File: src/rtl/card_driver_ctrl_if.sv
// ---------------------------------------------------------------------------
// card_driver_ctrl_if
//   Bundles the response handshake and the SPI card pins of card_driver_ctrl.
//
//   res_stb  : response byte valid (driver -> consumer)
//   res_data : response byte, 8 bits (driver -> consumer)
//   res_ack  : consumer accepts res_data (consumer -> driver)
//   mosi     : SPI data to card
//   miso     : SPI data from card
//   sclk     : SPI clock, idle low (mode 0)
//   cs       : card select, active low
//
//   master : the card driver side
//   slave  : the consumer / card side (used by the testbench)
// ---------------------------------------------------------------------------
interface card_driver_ctrl_if;
  logic       res_stb;
  logic [7:0] res_data;
  logic       res_ack;
  logic       mosi;
  logic       miso;
  logic       sclk;
  logic       cs;

  modport master (
    output res_stb, res_data, mosi, sclk, cs,
    input  res_ack, miso
  );

  modport slave (
    input  res_stb, res_data, mosi, sclk, cs,
    output res_ack, miso
  );
endinterface

File: src/rtl/card_driver_ctrl.sv
// ---------------------------------------------------------------------------
// card_driver_ctrl
//   SD card SPI bring-up sequencer. After reset it sends INIT_CLOCKS SCLK
//   pulses with CS high, then issues CMD0, polls for the R1 response and
//   hands it to a consumer over a strobe/ack handshake. With the macro
//   CARD_DRIVER_CMD8_EN defined it continues with CMD8 and presents the
//   five-byte R7 response (R1 + four trailing bytes). Without the macro the
//   CMD8 stage is not built and the sequencer stops after the CMD0 response.
//
// Parameters
//   CLK_DIV     : clk cycles per SCLK half-period (>= 1)
//   INIT_CLOCKS : SCLK pulses sent with CS high after reset
//   POLL_LIMIT  : maximum 0xFF poll bytes while waiting for R1
//
// Ports
//   clk       : system clock, rising edge
//   rst       : asynchronous reset, active low
//   bus       : card_driver_ctrl_if.master (response handshake + SPI pins)
//   dbg_state : current FSM state encoding (see state_t)
//
// Configuration macro: CARD_DRIVER_CMD8_EN
// ---------------------------------------------------------------------------
module card_driver_ctrl #(
  parameter int CLK_DIV     = 2,
  parameter int INIT_CLOCKS = 80,
  parameter int POLL_LIMIT  = 8
) (
  input  logic               clk,
  input  logic               rst,
  card_driver_ctrl_if.master bus,
  output logic [2:0]         dbg_state
);

  localparam int DIV_W  = (CLK_DIV > 1) ? $clog2(CLK_DIV) : 1;
  localparam int INIT_W = $clog2(INIT_CLOCKS + 1);
  localparam int POLL_W = $clog2(POLL_LIMIT + 1);

  localparam logic [DIV_W-1:0]  DIV_LAST  = DIV_W'(CLK_DIV - 1);
  localparam logic [INIT_W-1:0] INIT_LAST = INIT_W'(INIT_CLOCKS - 1);
  localparam logic [POLL_W-1:0] POLL_LAST = POLL_W'(POLL_LIMIT - 1);
  localparam logic [2:0]        CMD_LAST  = 3'd5;

  typedef enum logic [2:0] {
    ST_INIT      = 3'd0,
    ST_CMD0_TX   = 3'd1,
    ST_CMD0_POLL = 3'd2,
    ST_CMD0_RES  = 3'd3,
    ST_CMD8_TX   = 3'd4,
    ST_CMD8_POLL = 3'd5,
    ST_CMD8_RES  = 3'd6,
    ST_DONE      = 3'd7
  } state_t;

  function automatic logic [7:0] cmd0_byte(input logic [2:0] idx);
    case (idx)
      3'd0:    cmd0_byte = 8'h40;
      3'd5:    cmd0_byte = 8'h95;
      default: cmd0_byte = 8'h00;
    endcase
  endfunction

`ifdef CARD_DRIVER_CMD8_EN
  function automatic logic [7:0] cmd8_byte(input logic [2:0] idx);
    case (idx)
      3'd0:    cmd8_byte = 8'h48;
      3'd3:    cmd8_byte = 8'h01;
      3'd4:    cmd8_byte = 8'hAA;
      3'd5:    cmd8_byte = 8'h87;
      default: cmd8_byte = 8'h00;
    endcase
  endfunction
`endif

  state_t              state, state_next;
  logic [DIV_W-1:0]    div_cnt;
  logic                sclk_q;
  logic [2:0]          bit_cnt;
  logic [2:0]          byte_cnt;
  logic [POLL_W-1:0]   poll_cnt;
  logic [INIT_W-1:0]   init_cnt;
  logic [7:0]          tx_sr;
  logic [7:0]          rx_sr;
  logic                res_stb_q;
  logic [7:0]          res_data_q;
`ifdef CARD_DRIVER_CMD8_EN
  logic                timeout_q;
`endif

  logic       run;
  logic       tick;
  logic       rise;
  logic       fall;
  logic       byte_done;
  logic       init_done;
  logic       poll_last;
  logic       accept;
  logic [7:0] next_cmd;

  // The SCLK generator only runs while a state is actually moving bits.
  // A pending response (res_stb high) stops it, which freezes SCLK low
  // because every byte completes on a falling edge.
  always_comb begin
    run = 1'b0;
    case (state)
      ST_INIT, ST_CMD0_TX, ST_CMD0_POLL: run = 1'b1;
`ifdef CARD_DRIVER_CMD8_EN
      ST_CMD8_TX, ST_CMD8_POLL:          run = 1'b1;
      ST_CMD8_RES:                       run = ~res_stb_q;
`endif
      default:                           run = 1'b0;
    endcase
  end

  assign tick      = run && (div_cnt == DIV_LAST);
  assign rise      = tick && !sclk_q;
  assign fall      = tick && sclk_q;
  assign byte_done = fall && (bit_cnt == 3'd7);
  assign init_done = fall && (init_cnt == INIT_LAST);
  assign poll_last = (poll_cnt == POLL_LAST);

  // Handshake: the driver raises res_stb with res_data and holds both
  // stable; a transfer happens on any clk edge where res_stb and res_ack are
  // both high, and res_stb falls on that same edge. res_ack is ignored while
  // res_stb is low.
  assign accept = res_stb_q && bus.res_ack;

  always_comb begin
    next_cmd = cmd0_byte(3'(byte_cnt + 3'd1));
`ifdef CARD_DRIVER_CMD8_EN
    if (state == ST_CMD8_TX) next_cmd = cmd8_byte(3'(byte_cnt + 3'd1));
`endif
  end

  // ---------------------------------------------------------------- FSM: state register
  always_ff @(posedge clk or negedge rst) begin
    if (!rst) state <= ST_INIT;
    else      state <= state_next;
  end

  // ---------------------------------------------------------------- FSM: next state
  always_comb begin
    state_next = state;
    case (state)
      ST_INIT:      if (init_done) state_next = ST_CMD0_TX;
      ST_CMD0_TX:   if (byte_done && byte_cnt == CMD_LAST) state_next = ST_CMD0_POLL;
      ST_CMD0_POLL: if (byte_done && (!rx_sr[7] || poll_last)) state_next = ST_CMD0_RES;
      ST_CMD0_RES: begin
        if (accept) begin
`ifdef CARD_DRIVER_CMD8_EN
          state_next = timeout_q ? ST_DONE : ST_CMD8_TX;
`else
          state_next = ST_DONE;
`endif
        end
      end
`ifdef CARD_DRIVER_CMD8_EN
      ST_CMD8_TX:   if (byte_done && byte_cnt == CMD_LAST) state_next = ST_CMD8_POLL;
      ST_CMD8_POLL: if (byte_done && (!rx_sr[7] || poll_last)) state_next = ST_CMD8_RES;
      ST_CMD8_RES:  if (accept && (timeout_q || byte_cnt == 3'd4)) state_next = ST_DONE;
`endif
      ST_DONE:      state_next = ST_DONE;
      default:      state_next = ST_INIT;
    endcase
  end

  // ---------------------------------------------------------------- FSM: outputs
  always_comb begin
    bus.cs   = 1'b1;
    bus.mosi = 1'b1;
    case (state)
      ST_INIT, ST_DONE: begin
        bus.cs   = 1'b1;
        bus.mosi = 1'b1;
      end
      default: begin
        bus.cs   = 1'b0;
        bus.mosi = tx_sr[7];
      end
    endcase
    bus.sclk     = sclk_q;
    bus.res_stb  = res_stb_q;
    bus.res_data = res_data_q;
    dbg_state    = state;
  end

  // ---------------------------------------------------------------- datapath
  always_ff @(posedge clk or negedge rst) begin
    if (!rst) begin
      div_cnt    <= '0;
      sclk_q     <= 1'b0;
      bit_cnt    <= '0;
      byte_cnt   <= '0;
      poll_cnt   <= '0;
      init_cnt   <= '0;
      tx_sr      <= 8'hFF;
      rx_sr      <= '0;
      res_stb_q  <= 1'b0;
      res_data_q <= '0;
`ifdef CARD_DRIVER_CMD8_EN
      timeout_q  <= 1'b0;
`endif
    end else begin
      if (!run) begin
        div_cnt <= '0;
        sclk_q  <= 1'b0;
      end else if (tick) begin
        div_cnt <= '0;
        sclk_q  <= ~sclk_q;
      end else begin
        div_cnt <= div_cnt + DIV_W'(1);
      end

      if (rise) rx_sr <= {rx_sr[6:0], bus.miso};

      // MOSI is tx_sr[7]; shifting only on falls keeps it stable around
      // each rising edge. Loads below override the shift on byte boundaries.
      if (fall) begin
        bit_cnt <= bit_cnt + 3'd1;
        tx_sr   <= {tx_sr[6:0], 1'b1};
      end

      case (state)
        ST_INIT: begin
          if (fall) init_cnt <= init_cnt + INIT_W'(1);
          if (init_done) begin
            bit_cnt  <= '0;
            byte_cnt <= '0;
            tx_sr    <= cmd0_byte(3'd0);
          end
        end

`ifdef CARD_DRIVER_CMD8_EN
        ST_CMD0_TX, ST_CMD8_TX: begin
`else
        ST_CMD0_TX: begin
`endif
          if (byte_done) begin
            if (byte_cnt == CMD_LAST) begin
              byte_cnt <= '0;
              poll_cnt <= '0;
              tx_sr    <= 8'hFF;
            end else begin
              byte_cnt <= byte_cnt + 3'd1;
              tx_sr    <= next_cmd;
            end
          end
        end

`ifdef CARD_DRIVER_CMD8_EN
        ST_CMD0_POLL, ST_CMD8_POLL: begin
`else
        ST_CMD0_POLL: begin
`endif
          if (byte_done) begin
            poll_cnt <= poll_cnt + POLL_W'(1);
            tx_sr    <= 8'hFF;
            if (!rx_sr[7]) begin
              res_stb_q  <= 1'b1;
              res_data_q <= rx_sr;
`ifdef CARD_DRIVER_CMD8_EN
              timeout_q  <= 1'b0;
`endif
            end else if (poll_last) begin
              // No R1 within the poll window: report 0xFF once, then stop.
              res_stb_q  <= 1'b1;
              res_data_q <= 8'hFF;
`ifdef CARD_DRIVER_CMD8_EN
              timeout_q  <= 1'b1;
`endif
            end
          end
        end

        ST_CMD0_RES: begin
          if (accept) begin
            res_stb_q <= 1'b0;
`ifdef CARD_DRIVER_CMD8_EN
            tx_sr     <= cmd8_byte(3'd0);
            byte_cnt  <= '0;
`endif
          end
        end

`ifdef CARD_DRIVER_CMD8_EN
        // byte_cnt counts the trailing R7 bytes already presented.
        ST_CMD8_RES: begin
          if (accept) begin
            res_stb_q <= 1'b0;
            tx_sr     <= 8'hFF;
          end
          if (byte_done) begin
            res_stb_q  <= 1'b1;
            res_data_q <= rx_sr;
            byte_cnt   <= byte_cnt + 3'd1;
          end
        end
`endif

        default: ;
      endcase
    end
  end

endmodule

File: src/flat_wrapper.sv
// flat-port wrapper written by rule: the top's interface ports become plain ports
module card_driver_ctrl_flat 
#(
  parameter int CLK_DIV     = 2,
  parameter int INIT_CLOCKS = 80,
  parameter int POLL_LIMIT  = 8
)
  (clk, rst, dbg_state, bus_res_stb, bus_res_data, bus_mosi, bus_sclk, bus_cs, bus_res_ack, bus_miso);
  card_driver_ctrl_if bus_i ();
  input  logic clk;
  input  logic rst;
  output logic [2:0] dbg_state;
  output wire logic [$bits(bus_i.res_stb)-1:0] bus_res_stb;
  output wire logic [$bits(bus_i.res_data)-1:0] bus_res_data;
  output wire logic [$bits(bus_i.mosi)-1:0] bus_mosi;
  output wire logic [$bits(bus_i.sclk)-1:0] bus_sclk;
  output wire logic [$bits(bus_i.cs)-1:0] bus_cs;
  input wire logic [$bits(bus_i.res_ack)-1:0] bus_res_ack;
  input wire logic [$bits(bus_i.miso)-1:0] bus_miso;
  assign bus_res_stb = bus_i.res_stb;
  assign bus_res_data = bus_i.res_data;
  assign bus_mosi = bus_i.mosi;
  assign bus_sclk = bus_i.sclk;
  assign bus_cs = bus_i.cs;
  assign bus_i.res_ack = bus_res_ack;
  assign bus_i.miso = bus_miso;
  card_driver_ctrl #(.CLK_DIV(CLK_DIV), .INIT_CLOCKS(INIT_CLOCKS), .POLL_LIMIT(POLL_LIMIT)) u_core (.clk(clk), .rst(rst), .bus(bus_i), .dbg_state(dbg_state));
endmodule
File: config.mk
export PLATFORM = sky130hd
export DESIGN_NAME = card_driver_ctrl_flat
export DESIGN_NICKNAME = d
export VERILOG_FILES = /design/src/rtl/card_driver_ctrl_if.sv /design/src/rtl/card_driver_ctrl.sv /design/src/flat_wrapper.sv
export SDC_FILE = /design/constraint.sdc
export NUM_CORES = 1
export LEC_CHECK = 0
export ABC_AREA = 0
export CORE_ASPECT_RATIO = 1.2
export CORE_MARGIN = 4
export CORE_UTILIZATION = 40
export DETAILED_ROUTE_END_ITERATION = 10
export DONT_BUFFER_PORTS = 1
export PLACE_DENSITY = 0.56
export SLEW_MARGIN = 10
export SYNTH_ARGS = -nofsm -noshare
export SYNTH_HDL_FRONTEND = slang
export SYNTH_SLANG_ARGS = --single-unit
File: constraint.sdc
create_clock -name clk -period 5.3 [get_ports clk]
set_input_delay 0.265 -clock clk [delete_from_list [all_inputs] [get_ports clk]]
set_output_delay 0.265 -clock clk [all_outputs]
set_load 0.1 [all_outputs]
[Word-level counts from Yosys, hierarchy flattened]
Cells that the tools add are included.
Widths: inputs -> output; s select.
Word-level totals
  output and inout port bits: 15
  logic and storage cells: 97
  register bits after elaboration: 47
  input port bits: 4
Operators by class
  multiplexer cells: 37
  bitwise logic cells: 1
  $add $sub $neg: 5
  reductions and logical operators: 24
  equality and inequality tests: 19
Operators with widths (number)
  $mux 8: 7
  $mux 3: 10
  $pmux 8 s3: 1
  $pmux 8 s2: 1
  $pmux 3 s5: 1
  $ne 2x1->1 const B: 7
  $eq 3x3->1 const B: 4
  $mux 4: 3
  $reduce_and 4->1: 3
  $mux 1: 11
  $logic_and 1x1->1: 8
  $pmux 4 s2: 1
  $add 7x1->7 const B: 1
  $eq 7x7->1 const B: 1
  $add 3x1->3 const B: 2
  $eq 3x2->1 const B: 2
  $logic_not 3->1: 2
  $pmux 3 s2: 1
  $reduce_and 3->1: 2
  $reduce_bool 2->1: 3
  $add 4x1->4 const B: 1
  $eq 4x3->1 const B: 1
  $ne 2x2->1 const B: 2
  $eq 3x1->1 const B: 1
  9 further kinds: 10

[Longest topological paths before layout]
Gate-level depths: netlist (run 1).
  depth in word-level cells: 9
  depth in mapped cells: 7
  depth with buffers taken out: 6

[Worst setup path before layout (run 1)]
No wires, ideal clock.
  kind: flip-flop to output port
  start point: register u_core.state[0], in the netlist u_core.dbg_state[0]
  end point: output port bus_mosi
  cell stages (with the launch flop): 5
  arrival: 4.138 ns
  path slack: 0.897 ns
  path through: dfrtp_1 -> or2_1 -> buf_2 -> o21ai_0 -> or2_2
On the way
  cells in the longest elaborated chain, start to end: 3
  elaborated cells on any way between the ends: 4
Ends and longest elaborated chain
  from (decl): RTL line card_driver_ctrl.sv:74  | state_t state, state_next;
  from (signal assigned): RTL line card_driver_ctrl.sv:137  | else state <= state_next;
  $eq 3x3->1 / $logic_not 3->1 (equally long branches): RTL line card_driver_ctrl.sv:170  | case (state)
  $reduce_or 2->1 *: RTL line card_driver_ctrl.sv:170
  $mux 1 *: RTL line card_driver_ctrl.sv:170
  to (decl): RTL line flat_wrapper.sv:15  | output wire logic [$bits(bus_i.mosi)-1:0] bus_mosi;
Every way passes the cells marked *; elsewhere a longest branch is shown, timed or not.

[Worst setup path in the final report (run 1)]
Same ends and word-level chain as after synthesis.

==> results of run 1 <==
-- power breakdown --
part | switching, mW | leakage [nW] | internal [mW] | total [mW]
logic | 0.00867 | 0.472 | 0.00562 | 0.0143
clock network | 0.133 | 0.0491 | 0.0972 | 0.230
registers | 0.00343 | 0.586 | 0.362 | 0.365
total | 0.145 | 1.11 | 0.465 | 0.610
-- synth_stat cells (3+ instances only) --
cell type and instances:
dfstp_2 8, nand3_1 7, ha_1 5, a31oi_1 5, nand2b_1 4, nor3_1 3
o21ai_0 8, nor2_1 25, xor2_1 3, dfrtp_1 39, buf_2 6, a21oi_1 14
and3_1 3, inv_1 4, xnor2_1 5, mux2i_1 3, nand3b_1 3, nand2_1 18
and2_1 3, mux2_2 12
-- flip-flops by register name, indices dropped and copies added, names as in the netlist --
signal and flops:
u_core.poll_cnt 4, u_core.tx_sr 8, u_core.rx_sr 8, u_core.dbg_state 3, u_core.bus.res_stb 1, u_core.bus.sclk 1, u_core.bit_cnt 3, u_core.byte_cnt 3
u_core.div_cnt 1, u_core.init_cnt 7, u_core.bus.res_data 8
-- logic make-up (layout without fill, tap and decap cells) --
group,after synthesis,in the layout
adder cells (fa/ha/maj),5,5
flip-flops,47,47
XOR/XNOR,8,8
AO/OA/AOI/OAI,44,44
buffers and inverters,14,18
multiplexers,16,16
AND/OR/NAND/NOR,85,85
-- layout make-up --
class,count,area (sq um)
clock buffers,5,68.8
clock inverters,3,26.3
inverters,4,15.0
multi-input cells,158,1120
fillers,568,3120
well taps,80,100
repair buffers,6,67.6
flip-flops and latches,47,1190
-- metrics by stage --
step / cells / total power, mW / setup slack, ps / util, %
after floorplan: 219 / 0.375 / 897 / -
after global placement: 293 / 0.376 / 2520 / 42.9
after detailed placement: 293 / 0.377 / 2490 / 42.9
after CTS: 303 / 0.621 / 2140 / 45.2
after global routing: 303 / 0.636 / 2090 / 45.2
final: 303 / 0.610 / 2180 / 45.2
-- metal layers --
metal	track usage, %	up-vias	wire, um
li1	-	789	-
met1	19.1	747	2280
met2	20.7	25	2060
met3	3.99	8	202
met4	5.69	0	85
met5	0	-	0
-- worst paths after layout --
check / endpoint / slack, ps
setup / recovery: bus_mosi / 2180
hold / removal: u_core.rx_sr[0]$_DFFE_PN0P_ / 100
setup reg to reg: u_core.tx_sr[6]$_DFF_PN1_ / 2890
hold reg to reg: u_core.tx_sr[1]$_DFF_PN1_ / 500
max in group asynchronous: u_core.tx_sr[7]$_DFF_PN1_ / 4560
min in group asynchronous: u_core.bit_cnt[1]$_DFF_PN0_ / 470
-- placed cells by master (no fill, tap or decap), types with 2 or more instances in the layout --
cell type | Yosys | routed
nor3_1 | 3 | 3
o21ai_0 | 8 | 7
buf_4 | 1 | 4
o21ai_1 | 2 | 2
ha_1 | 5 | 5
nand3b_1 | 3 | 3
nor4_1 | 2 | 2
nand2_1 | 18 | 18
or4_1 | 2 | 2
xnor2_1 | 5 | 5
inv_6 | 0 | 2
xor2_1 | 3 | 3
mux2i_1 | 3 | 3
a21oi_1 | 14 | 14
dfrtp_1 | 39 | 39
nand2b_1 | 4 | 4
nor2_1 | 25 | 25
and3_1 | 3 | 3
mux2_2 | 12 | 12
and2_1 | 3 | 3
nand3_1 | 7 | 7
dfstp_2 | 8 | 8
inv_1 | 4 | 4
a31oi_1 | 5 | 5
clkbuf_8 | 0 | 5
==> flow_summary.toml, run 1 <==
[timing]
max_freq_mhz = 321
tightest_slew_ps = 1160
rsz0062_at_grt = "false"
fin_skew_ps = 14.5
hold_violations = 0
period_needed_ps = 3120
setup_viol = 0
period_share_pct = 58.8
relSlewSlack_pct = 22.9
whs_ps = 95.4
slew_violations = 0
tns_ps = 0

[logic_synthesis]
synthAdderAreaFrac_pct = 2.64
yosysTopAreaCell = "dfrtp_1"
synthesis.nets = 228
netlist_area_sq_um = 2370
synthFlopType = "dfrtp_1"
muxShareOfSynthArea_pct = 7.44
ys_ff_latch = 47
synth_compound_area_share_pct = 12.9
avgSynthCellArea_sq_um = 10.8
synth_area_leaders = "dfrtp_1 (41%), dfstp_2 (8.9%), mux2_2 (5.7%), nor2_1 (4.0%), a21oi_1 (3.0%)"
synth_xor_area_share_pct = 2.96
synth_cell_types = 58
synthSimpleGateAreaFrac_pct = 21.1
synth_top_area_share_pct = 41.2
synth_top_family_by_area = "simple AND/OR/NAND/NOR gates"
synth.yosys.warnings = 0
synth-edff-count = 0
yosysSeqAreaShare_pct = 50.0
async_reset_ff_share_pct = 100
syn_inst = 219

[critical_path]
cp.buffers_inverters = 1
critical_path_required_ps = 5040
crit_type = "flip-flop to primary output"
max_stage_delay_ps = 910
slowest_stage = "o21ai_2"
r2r_cells = 5
worstSetupStartpoint = "u_core.dbg_state[0]$_DFFE_PN0P_"
cp.depth = 4
path_delay_family = "simple AND/OR/NAND/NOR gates"
cp-start-kind = "flip-flop"
reg2reg_from = "u_core.dbg_state[0]$_DFFE_PN0P_"
cp_max_fo = 15
cp-end-kind = "primary output"
path_cells = "buf_4 -> or2_1 -> o21ai_2 -> or2_2"
cp_data_arrival_time_ps = 2850

[hold_path]
holdPathStages = 1
hp-start = "bus_miso"
holdCritPathClass = "primary input to flip-flop"

[floorplan]
die_h_um = 92.3
die_w_um = 78.3
start_util_pct = 41.6
num_io_pins = 19
die-area_sq_um = 7230
rows = 30
coreArea_sq_um = 5710

[layout]
final_layout_size_suffix_gt1_share_pct = 21.1
diodes = 0
fin_area_sq_um = 2580
area_growth_pct = 8.87
final_nets = 231

[placed_design]
numPortBuffers = 0
place_congestion = 0.746
hpwlAfterDp_um = 3270
post_dp_cell_area_sq_um = 2450

[detailed_routing]
dr.pass1.iters = 6
viasPerCell = 5.18
wl_um = 4630
vias = 1569
avgRoutedWirePerCell_um = 15.3
drc_errors = 0
postRouteAntennaNets = 0
first_iter_violations = 70

[outcome]
status = "finished clean"

[clock_tree]
hold_buffers = 2
cts_resized = 0
postCtsSetupRepairBufs = 0
clk_pin_slew_ps = 100
clk_path_buf_depth = 2
worstSkewPairLatency_ps = 310
cts_max_level = 2
cts_tree = "done"
cts_buffers = 5
cts_sinks = 47
cts_root_buffer = "clkbuf_8"

[grt]
grt_first_pass_wirelength_um = 7880
track_usage_pct = 13.9
grt_max_degree = 48
grt_pass1_vias = 1570
grt_overflow = 0
antenna_found_initial = 0

[run]
cap_violations = 0

[pwr]
power.leakage_nw = 1.11
power_density_nw_per_um2 = 236
peakVddDrop_uv = 152
No activity file was read; power rests on OpenSTA's default activity.
==> inputs of run 2 (changes only) <==
Clock period 5.3 ns to 3.1 ns, I/O delays scaled along.
==> flow_summary.toml, run 2 (same netlist as run 1, synthesis figures left out) <==
[outcome]
status = "finished clean"

[placed_design]
hpwlAfterDp_um = 3470
place_congestion = 0.754
dp_cells = 298
numPortBuffers = 0
pre_cts_ws_ps = 1020
post_dp_cell_area_sq_um = 2500

[layout]
final_nets = 237
final_cells = 309
n_fill_cell = 556
diodes = 0
layout.area.seq_sq_um = 1190
area_growth_pct = 13.3
multi_input_area_sq_um = 1120
most-common-layout-cells = "dfrtp_1 (39), nor2_1 (25), nand2_1 (18)"
final_layout_size_suffix_gt1_share_pct = 22.7
fin_area_sq_um = 2690
final_common_cell = "dfrtp_1"
post-route-util_pct = 47.1

[grt]
track_usage_pct = 14.3
grt_max_degree = 48
antenna_found_initial = 0
grt_pass1_vias = 1687
grt_overflow = 0
grt_first_pass_wirelength_um = 8180

[critical_path]
critical_path_required_ps = 3290
cp-start-kind = "flip-flop"
cp_data_arrival_time_ps = 2300
regToRegSetupSlack_ps = 990
crit_type = "flip-flop to flip-flop"
cp_max_fo = 8
cp-end-kind = "flip-flop"

[pwr]
total_power_mw = 1.19
peakVddDrop_uv = 271
power.leakage_nw = 1.16
power_density_nw_per_um2 = 443

[timing]
tightest_slew_ps = 960
max_freq_mhz = 474
setup_ws_ps = 990
hold_violations = 0
tns_ps = 0
period_share_pct = 68.1
relSlewSlack_pct = 36.0
period_needed_ps = 2110
fin_skew_ps = 10.0
slew_violations = 0
setup_viol = 0
rsz0062_at_grt = "false"
whs_ps = 17.8

[floorplan]
rows = 30
coreArea_sq_um = 5710
die-area_sq_um = 7230
num_io_pins = 19
die_w_um = 78.3
die_h_um = 92.3
start_util_pct = 41.6

[clock_tree]
cts_resized = 0
cts_tree = "done"
cts_root_buffer = "clkbuf_8"
cts_sinks = 47
cts_max_level = 2
worstSkewPairLatency_ps = 300
clk_pin_slew_ps = 90
clk_path_buf_depth = 2
cts_buffers = 5

[run]
cap_violations = 0

[detailed_routing]
dr.pass1.iters = 5
viasPerCell = 5.18
first_iter_violations = 71
drc_errors = 0
postRouteAntennaNets = 0
wl_um = 4740
vias = 1601
avgRoutedWirePerCell_um = 15.3

[hold_path]
holdCritPathClass = "primary input to flip-flop"
## run 2: cell count changes in the layout (fill, tap and decap cells not counted)
cell           previous run  this run
dlygate4sd3_1             1         2
buf_4                     4         8
clkinv_4                  1         0
buf_12                    0         1
inv_6                     2         0
bufinv_16                 0         2
inv_8                     0         1
## run 2: layout make-up
class                           instances  share of cell area [%]
Clock inverter                          3                    2.65
Sequential cell                        47                    44.2
Tap cell                               80                    3.73
Inverter                                4                   0.559
Multi-Input combinational cell        158                    41.6
Clock buffer                            5                    2.56
Timing Repair Buffer                   12                    4.75
## run 2: critical path: stages, from the launching register on
cell	delay [ps]
dfrtp_1	510
buf_4	380
and3_1	410
nand4_1	330
mux2_2	370
## run 2: path summary, 6_finish.rpt
check                                                     from                         endpoint  depth (start not counted)
worst max-delay path               u_core.bus.sclk$_DFFE_PN0P_   u_core.poll_cnt[0]$_DFFE_PN0P_                          4
worst min-delay path                               bus_res_ack  u_core.dbg_state[2]$_DFFE_PN0P_                          2
worst max register to register     u_core.bus.sclk$_DFFE_PN0P_   u_core.poll_cnt[0]$_DFFE_PN0P_                          4
worst min register to register  u_core.init_cnt[0]$_DFFE_PN0P_   u_core.init_cnt[0]$_DFFE_PN0P_                          1
max in group asynchronous                                  rst        u_core.tx_sr[0]$_DFF_PN1_                          2
min in group asynchronous                                  rst      u_core.bit_cnt[2]$_DFF_PN0_                          2
## run 2: where the power goes
part | internal (mW) | switching (mW)
combinational | 0.0104 | 0.0145
clock | 0.327 | 0.213
sequential | 0.618 | 0.00581
total | 0.956 | 0.233
## run 2: what timing repair did
action	4_1_cts	5_1_grt
hold buffers	3	0
setup buffers	0	0
endpoints found under the hold margin	48	0
## run 2: routing by layer
layer | wire [um] | vias up | GRT usage, % | share of wire (%)
li1 | - | 801 | - | -
met1 | 2180 | 779 | 18.8 | 46
met2 | 2350 | 16 | 23.6 | 49
met3 | 148 | 5 | 2.82 | 3.1
met4 | 68 | 0 | 4.81 | 1.4
met5 | 0 | - | 0 | 0
==> inputs of run 3 (changes only) <==
Clock period 3.1 ns to 2 ns, I/O delays scaled along.
==> flow_summary.toml, run 3 (same netlist as run 1, synthesis figures left out) <==
[clock_tree]
cts_buffers = 5
cts_sinks = 47
cts_max_level = 2
worstSkewPairLatency_ps = 300
clk_path_buf_depth = 2
cts_tree = "done"
cts_root_buffer = "clkbuf_8"
clk_pin_slew_ps = 90

[detailed_routing]
wl_um = 4980
vias = 1711
postRouteAntennaNets = 0
drc_errors = 0
avgRoutedWirePerCell_um = 15.3
first_iter_violations = 98
dr.pass1.iters = 4
viasPerCell = 5.25

[timing]
fin_skew_ps = 5.60
period_share_pct = 96.6
tightest_slew_ps = 449
setup_ws_ps = 68.2
tns_ps = 0
hold_violations = 0
setup_viol = 0
slew_violations = 0
period_needed_ps = 1930
max_freq_mhz = 518
relSlewSlack_pct = 70.1

[layout]
post-route-util_pct = 49.2
area_growth_pct = 18.4
n_fill_cell = 550
final_nets = 254
most-common-layout-cells = "dfrtp_1 (35), nor2_1 (25), buf_4 (23)"
diodes = 0
final_common_cell = "dfrtp_1"
final_layout_size_suffix_gt1_share_pct = 29.7
final_cells = 326

[grt]
track_usage_pct = 15.2
grt_max_degree = 48
grt_first_pass_wirelength_um = 8640
antenna_found_initial = 0
grt_overflow = 0
grt_pass1_vias = 1761

[placed_design]
dp_cells = 313
numPortBuffers = 0
pre_cts_ws_ps = 74.6
hpwlAfterDp_um = 3630
place_congestion = 0.805

[pwr]
clockPowerShare_pct = 36.3
total_power_mw = 1.58
pwr-share-comb_pct = 2.9
p_int_mw = 1.22
peakVddDrop_uv = 417
power_frac_seq_pct = 60.9
switching_share_pct = 22.9
power_density_nw_per_um2 = 565
power.leakage_nw = 1.22
switching_power_mw = 0.364

[floorplan]
die_w_um = 78.3
start_util_pct = 41.6
coreArea_sq_um = 5710
rows = 30
die_h_um = 92.3
num_io_pins = 19
die-area_sq_um = 7230

[critical_path]
slowest_stage = "dfrtp_4"
cp-end-kind = "primary output"
cp_data_arrival_time_ps = 1830
cp_max_fo = 9
cp-start-kind = "flip-flop"
path_delay_family = "flip-flops"
crit_type = "flip-flop to primary output"
critical_path_required_ps = 1900
cp.buffers_inverters = 2
path_cells = "buf_4 -> nand3_1 -> o21ai_4 -> or2_4 -> buf_12"
max_stage_delay_ps = 540

[run]
cap_violations = 0

[hold_path]
holdCritPathClass = "primary input to flip-flop"

[outcome]
status = "finished clean"
==> run 3: cell types whose count changed in the layout (fill, tap and decap cells not counted), moves of 2 or more <==
| cell | delta |
|---|---|
| or2_4 | +2 |
| bufinv_16 | -2 |
| dfrtp_4 | +3 |
| buf_4 | +15 |
| dfrtp_1 | -4 |
==> run 3: worst register-to-register path, cell delays in order, from the launching register on <==
cell and delay (ps):
dfrtp_1 390, ha_1 210, nand2_1 140, or4_4 590, a222oi_1 280, buf_4 190, a31oi_1 40
==> run 3: layout make-up <==
class	count	area (sq um)	share of cell area, %
Inverter	4	15.0	0.535
Sequential cell	47	1200	42.7
Clock buffer	5	68.8	2.45
Timing Repair Buffer	29	262	9.32
Tap cell	80	100	3.57
Clock inverter	3	20.0	0.713
Multi-Input combinational cell	158	1140	40.7
==> run 3: per-layer routing <==
| metal | up-vias | wire, um | track usage [%] | share of wire [%] |
|---|---|---|---|---|
| li1 | 831 | - | - | - |
| met1 | 841 | 2250 | 19.4 | 45 |
| met2 | 28 | 2460 | 25.2 | 49 |
| met3 | 11 | 171 | 3.31 | 3.4 |
| met4 | 0 | 97 | 5.83 | 1.9 |
| met5 | - | 0 | 0 | 0 |
==> run 3: path summary, 6_finish.rpt <==
kind,slack (ps),endpoint,startpoint,depth (start not counted)
max,70,bus_mosi,u_core.dbg_state[0]$_DFFE_PN0P_,5
min,70,u_core.bus.res_stb$_DFFE_PN0P_,bus_res_ack,2
max reg2reg,80,u_core.tx_sr[5]$_DFF_PN1_,u_core.init_cnt[0]$_DFFE_PN0P_,6
min reg2reg,490,u_core.tx_sr[3]$_DFF_PN1_,u_core.tx_sr[3]$_DFF_PN1_,2
max in group asynchronous,1420,u_core.tx_sr[6]$_DFF_PN1_,rst,2
min in group asynchronous,310,u_core.byte_cnt[1]$_DFFE_PN0P_,rst,2
==> run 3: timing repair <==
item | in CTS | in global routing
buffers inserted | 0 | 1
endpoints found under the setup margin | 0 | 17
endpoints found under the hold margin | 49 | 0
gates resized for setup | 0 | 4
hold buffers | 4 | 0
==> run 3: power by group through the flow <==
| stage | registers (mW) | logic (mW) | clock network, mW |
|---|---|---|---|
| 6_report | 0.965 | 0.0454 | 0.575 |
| 5_1_grt | 0.966 | 0.0518 | 0.642 |
| 4_1_cts | 0.965 | 0.0476 | 0.595 |
| 3_5_place_dp | 0.984 | 0.0163 | 0 |
| 3_3_place_gp | 0.983 | 0.0161 | 0 |
| 2_1_floorplan | 0.982 | 0.0131 | 0 |
==> run 3: through the flow <==
step	instance area, sq um	hold WS (ps)
after floorplan	2400	-196
after global placement	2630	-194
after detailed placement	2630	-193
after CTS	2780	66.0
after global routing	2810	69.4
final	2810	67.6
